[config.mk]
export PLATFORM = sky130hd
export DESIGN_NAME = bus_arb_pipe
export DESIGN_NICKNAME = d
export VERILOG_FILES = /design/src/rtl/bus_arb_pkg.sv /design/src/rtl/bus_arb_fifo.sv /design/src/rtl/bus_arb_pipe.sv
export SDC_FILE = /design/constraint.sdc
export NUM_CORES = 1
export LEC_CHECK = 0
export ABC_AREA = 1
export CAP_MARGIN = 20
export CORE_UTILIZATION = 56
export DETAILED_ROUTE_END_ITERATION = 12
export HOLD_SLACK_MARGIN = 0.12
export PLACE_DENSITY = 0.91
export SLEW_MARGIN = 5
export SYNTH_ARGS = -nofsm -noshare
export SYNTH_HDL_FRONTEND = slang
export SYNTH_SLANG_ARGS = --single-unit
[constraint.sdc]
create_clock -name clk -period 3.7 [get_ports clk]
set_input_delay 0.74 -clock clk [delete_from_list [all_inputs] [get_ports clk]]
set_output_delay 0.74 -clock clk [all_outputs]
set_load 0.05 [all_outputs]
[src/rtl/bus_arb_pkg.sv]
// Shared helpers for the round-robin bus arbiter and its output buffer:
// width helpers, per-entry field order and the round-robin pointer advance.
package bus_arb_pkg;

    localparam int MAX_CH = 16;
    localparam int RR_W   = 4;

    // A single-channel build still carries a 1-bit channel field.
    function automatic int ch_width(input int num_ch);
        return (num_ch > 1) ? $clog2(num_ch) : 1;
    endfunction

    function automatic int count_width(input int depth);
        return $clog2(depth) + 1;
    endfunction

    // Entries are packed as {par (optional), ch, data}, data in the LSBs.
    function automatic int entry_width(input int data_w, input int ch_w, input bit par_en);
        return data_w + ch_w + (par_en ? 1 : 0);
    endfunction

    // Search restarts just past the channel that was last served.
    function automatic logic [RR_W-1:0] rr_next(input logic [RR_W-1:0] g, input int num_ch);
        if (int'(g) >= num_ch - 1) begin
            return '0;
        end
        return g + RR_W'(1);
    endfunction

endpackage

[src/rtl/bus_arb_fifo.sv]
// First-word-fall-through buffer: head entry is visible whenever head_valid=1.
// Depth must be a power of two so the pointers wrap for free.
module bus_arb_fifo #(
    parameter int WIDTH = 8,
    parameter int DEPTH = 4,
    localparam int PTR_W = $clog2(DEPTH),
    localparam int CNT_W = PTR_W + 1
) (
    input  logic             clk,
    input  logic             srst,
    input  logic             push_valid,
    input  logic [WIDTH-1:0] push_data,
    input  logic             pop_ready,
    output logic             head_valid,
    output logic [WIDTH-1:0] head_data,
    output logic [CNT_W-1:0] count,
    output logic             full
);

    logic [WIDTH-1:0] mem_q [DEPTH];
    logic [PTR_W-1:0] wr_ptr_q, wr_ptr_d;
    logic [PTR_W-1:0] rd_ptr_q, rd_ptr_d;
    logic [CNT_W-1:0] count_q, count_d;
    logic             do_push;
    logic             do_pop;
    logic             is_full;
    logic             is_empty;

    assign is_full  = (count_q == CNT_W'(DEPTH));
    assign is_empty = (count_q == '0);
    assign do_push  = push_valid && !is_full;
    assign do_pop   = pop_ready && !is_empty;

    always_comb begin
        wr_ptr_d = wr_ptr_q;
        rd_ptr_d = rd_ptr_q;
        count_d  = count_q;
        if (do_push) begin
            wr_ptr_d = wr_ptr_q + PTR_W'(1);
        end
        if (do_pop) begin
            rd_ptr_d = rd_ptr_q + PTR_W'(1);
        end
        if (do_push && !do_pop) begin
            count_d = count_q + CNT_W'(1);
        end else if (!do_push && do_pop) begin
            count_d = count_q - CNT_W'(1);
        end
    end

    always_ff @(posedge clk) begin
        if (srst) begin
            wr_ptr_q <= '0;
            rd_ptr_q <= '0;
            count_q  <= '0;
        end else begin
            wr_ptr_q <= wr_ptr_d;
            rd_ptr_q <= rd_ptr_d;
            count_q  <= count_d;
        end
    end

    // Storage needs no reset: stale words are never exposed because count gates them.
    always_ff @(posedge clk) begin
        if (do_push) begin
            mem_q[wr_ptr_q] <= push_data;
        end
    end

    // Combinational read keeps the head visible with single-cycle push latency.
    assign head_valid = !is_empty;
    assign head_data  = mem_q[rd_ptr_q];
    assign count      = count_q;
    assign full       = is_full;

endmodule

[src/rtl/bus_arb_pipe.sv]
// Round-robin arbiter over NUM_CH valid/ready channels feeding a FWFT buffer.
// Define BUS_ARB_PIPE_PARITY_EN to store per-entry parity and expose out_par.
module bus_arb_pipe
    import bus_arb_pkg::*;
#(
    parameter int WIDTH  = 2,
    parameter int NUM_CH = 4,
    parameter int DEPTH  = 4,
    localparam int CH_W  = ch_width(NUM_CH),
    localparam int CNT_W = count_width(DEPTH)
) (
    input  logic                    clk,
    input  logic                    reset,
    input  logic [NUM_CH-1:0]       in_valid,
    output logic [NUM_CH-1:0]       in_ready,
    input  logic [NUM_CH*WIDTH-1:0] in_data,
    output logic                    out_valid,
    input  logic                    out_ready,
    output logic [WIDTH-1:0]        out_data,
    output logic [CH_W-1:0]         out_ch,
`ifdef BUS_ARB_PIPE_PARITY_EN
    output logic                    out_par,
`endif
    output logic [CNT_W-1:0]        fifo_count
);

`ifdef BUS_ARB_PIPE_PARITY_EN
    localparam bit PAR_EN = 1'b1;
`else
    localparam bit PAR_EN = 1'b0;
`endif
    localparam int ENTRY_W = entry_width(WIDTH, CH_W, PAR_EN);

    typedef struct packed {
`ifdef BUS_ARB_PIPE_PARITY_EN
        logic            par;
`endif
        logic [CH_W-1:0]  ch;
        logic [WIDTH-1:0] data;
    } entry_t;

    logic [CH_W-1:0]  rr_ptr_q, rr_ptr_d;
    logic [CH_W-1:0]  gnt_idx;
    logic             gnt_found;
    logic             fifo_full;
    logic             push;
    logic [WIDTH-1:0] ch_data [NUM_CH];
    entry_t           push_entry;
    entry_t           head_entry;
    logic [ENTRY_W-1:0] head_bits;

    genvar gi;
    generate
        for (gi = 0; gi < NUM_CH; gi++) begin : g_ch
            assign ch_data[gi]  = in_data[gi*WIDTH +: WIDTH];
            assign in_ready[gi] = push && (gnt_idx == CH_W'(gi));
        end
    endgenerate

    // Walk channels in order rr_ptr, rr_ptr+1, ... and take the first requester.
    always_comb begin
        logic [CH_W:0]   sum;
        logic [CH_W-1:0] idx;
        gnt_found = 1'b0;
        gnt_idx   = '0;
        sum       = '0;
        idx       = '0;
        for (int off = 0; off < NUM_CH; off++) begin
            sum = {1'b0, rr_ptr_q} + (CH_W+1)'(off);
            if (sum >= (CH_W+1)'(NUM_CH)) begin
                sum = sum - (CH_W+1)'(NUM_CH);
            end
            idx = CH_W'(sum);
            if (!gnt_found && in_valid[idx]) begin
                gnt_found = 1'b1;
                gnt_idx   = idx;
            end
        end
    end

    // A pop in the same cycle does not open space for a push into a full buffer.
    assign push = gnt_found && !fifo_full && !reset;

    always_comb begin
        push_entry      = '0;
        push_entry.data = ch_data[gnt_idx];
        push_entry.ch   = gnt_idx;
`ifdef BUS_ARB_PIPE_PARITY_EN
        push_entry.par  = ^ch_data[gnt_idx];
`endif
    end

    always_comb begin
        rr_ptr_d = rr_ptr_q;
        if (push) begin
            rr_ptr_d = CH_W'(rr_next(RR_W'(gnt_idx), NUM_CH));
        end
    end

    always_ff @(posedge clk) begin
        if (reset) begin
            rr_ptr_q <= '0;
        end else begin
            rr_ptr_q <= rr_ptr_d;
        end
    end

    bus_arb_fifo #(
        .WIDTH (ENTRY_W),
        .DEPTH (DEPTH)
    ) u_fifo (
        .clk        (clk),
        .srst       (reset),
        .push_valid (push),
        .push_data  (push_entry),
        .pop_ready  (out_ready),
        .head_valid (out_valid),
        .head_data  (head_bits),
        .count      (fifo_count),
        .full       (fifo_full)
    );

    assign head_entry = head_bits;
    assign out_data   = head_entry.data;
    assign out_ch     = head_entry.ch;
`ifdef BUS_ARB_PIPE_PARITY_EN
    assign out_par    = head_entry.par;
`endif

endmodule
==> flow_metrics.tcl <==
set metrics [dict create \
    min-delay-start "u_fifo.rd_ptr_q[0]" \
    status "finished, final reports clean" \
    timing.rr.start "rr_ptr_q[0]" \
    syn-num-nets 225 \
    finalSetupTns_ns 0 \
    antenna_cells 0 \
    final_hold_viol_count 0 \
    ioPinCount 27 \
    period_share 0.938 \
    root_buffer "clkbuf_4" \
    min_path_cells 1 \
    dp_hpwl_mm 2.31 \
    viasPerCell 5.03 \
    cap_viol_max_count 0 \
    synth_fa_ha_area_frac 0.0823 \
    muxShareOfSynthArea 0 \
    drive_above_1_share 0.132 \
    r2r_end "u_fifo.count[2]" \
    startpoint_type "input port" \
    regToRegSetupSlack_ns 0.82 \
    post-route-drc-count 0 \
    crit_chain "clkdlybuf4s50_1, inv_1, nand2_1, nand3_2, nand2_2, nor2_4, nand3_1, nand2_2, nand2_4, inv_1, ha_1, inv_1, nor2_1, buf_12" \
    synth_top_family_by_area "simple AND/OR/NAND/NOR gates" \
    ctsResizeCount 0 \
    syn_inst 200 \
    h-tree-depth 1 \
    max_clock_freq_ghz 0.288 \
    finalClockSkew_ns 0.0199 \
    multi_input_comb_area_um2 746 \
    synth.avg_cell_area_um2 8.06 \
    synth_xor_area_frac 0.00543 \
    cts_buffer_depth 2 \
    initial_core_util 0.589 \
    avgRoutedWirePerCell_um 11.1 \
    numCtsBuffers 3 \
    firstDrtPassIters 4 \
    wl_mm 2.86 \
    ant_nets 0 \
    clk_latency_ns 0.33 \
    end_kind "output port" \
    yosys.area_share.simple 0.266 \
    synth-seq-cells 27 \
    gp_congestion 0.821 \
    cp_slowest_stage_delay_ns 0.42 \
    grt_remaining_overflow 0 \
    vias 1297 \
    finalSetupViolCount 0 \
    rsz0062_at_grt "false" \
    cp_slowest_cell "clkdlybuf4s50_1" \
    yosysSeqAreaShare 0.435 \
    grt_max_degree 17 \
    cp.arrival_ns 2.73 \
    crit_type "input port to output port" \
    cts_setup_buffers 0 \
    cts_sinks 27 \
    core_um2 2730 \
    max_slew_margin 0.655 \
    antenna_found_initial 0 \
    grt_pass1_vias 1261 \
    path_common_cell "inv_1" \
    chipHeight_um 55.6 \
    postCtsHoldBufs 0 \
    layout_common_cells "41 x nand2_1, 35 x inv_1, 22 x clkdlybuf4s50_1, 20 x nor2_1, 16 x edfxtp_1" \
    nets 253 \
    r2r_cells 14 \
    fin_ws_ns 0.231 \
    regArea_um2 701 \
    io_buffers 26 \
    worstHoldEndpoint "u_fifo.rd_ptr_q[0]" \
    worstPathRequired_ns 2.96 \
    grt_usage 0.214 \
    cts_tree "done" \
    syn_area_um2 1610 \
    design.die.area_um2 3100 \
    final_common_cell "nand2_1" \
    place_ws_ns 0.225 \
    tightest_slew_ns 0.517 \
    synthToLayoutAreaGrowth_pct 21.2 \
    clk_pin_slew_ns 0.15 \
    die_w_um 55.6 \
    hold_ws_ns 0.486 \
    grt_pass1_wl_mm 5.14 \
    n_fill_cell 208 \
    min_path_type "register to register" \
    yosys.cell_types.count 24 \
    slew_violations 0 \
    critPathMaxFanout 8 \
    period_minus_slack_ns 3.47 \
    rows 19 \
    synth_compound_area_frac 0.109 \
    yosys_warnings 0 \
    drt_iter0_drc 56 \
]
-- cell type report --
cell class                 count  share of cell area
clock buffer                   3              0.0115
tap                           31              0.0199
clock inverter                 1             0.00320
multi-input combinational    133               0.382
timing repair buffer          26               0.154
sequential                    27               0.359
inverter                      37              0.0711
-- logic make-up (layout without fill, tap and decap cells) --
logic type,after synthesis,in the layout
buffers and inverters,40,67
AND/OR/NAND/NOR,92,92
AO/OA/AOI/OAI,30,30
XOR/XNOR,1,1
flip-flops,27,27
adder cells (fa/ha/maj),10,10
-- critical path, delay by kind of cell --
family | cells | cell delay [ns]
buf+inv | 5 | 0.90
fa+ha+maj | 1 | 0.17
simple gates | 8 | 0.90
-- sequential cells by signal (all words and copies together), names as in the netlist, named ones only --
register and cells:
rr_ptr_q 2, u_fifo.wr_ptr_q 2, u_fifo.count 3, u_fifo.mem_q 16
u_fifo.rd_ptr_q 2
-- metal layers --
| metal | vias to the layer above | share of wire | track usage |
|---|---|---|---|
| li1 | 696 | - | - |
| met1 | 571 | 0.44 | 0.245 |
| met2 | 22 | 0.51 | 0.379 |
| met3 | 8 | 0.017 | 0.0256 |
| met4 | 0 | 0.036 | 0.132 |
| met5 | - | 0 | 0 |
-- synthesized netlist by cell type (all sizes together) --
master  count  area, um^2
o22ai       4        25.0
a21oi       7        35.0
ha          9         113
inv        37         139
edfxtp     16         480
nand3b      1        7.51
nand3      16        90.1
fa          1        20.0
clkbuf      1        3.75
dfxtp      11         220
xor2        1        8.76
nand2      52         233
nor2       22        92.6
o21ai      18         109
buf         2        22.5
nand4       1        6.26
a31oi       1        6.26
-- worst max-delay path by stage --
stage	from	end	cells past startpoint
global placement	in_valid[1]	in_ready[1]	14
CTS	in_valid[3]	in_ready[1]	14
finish	in_valid[3]	in_ready[1]	14
global route	rr_ptr_q[0]	in_ready[1]	14
floorplan	in_valid[1]	in_ready[1]	12
detailed placement	in_valid[3]	in_ready[1]	14
-- per-stage QoR --
stage | instances | utilization | instance area (um^2)
floorplan | 200 | - | 1610
global placement | 254 | 0.704 | 1920
detailed placement | 254 | 0.704 | 1920
CTS | 258 | 0.714 | 1950
global route | 258 | 0.714 | 1950
finish | 258 | 0.714 | 1950
Power is not shown: default switching activity piles up to over one toggle a cycle in this logic, so the estimate is an artifact.
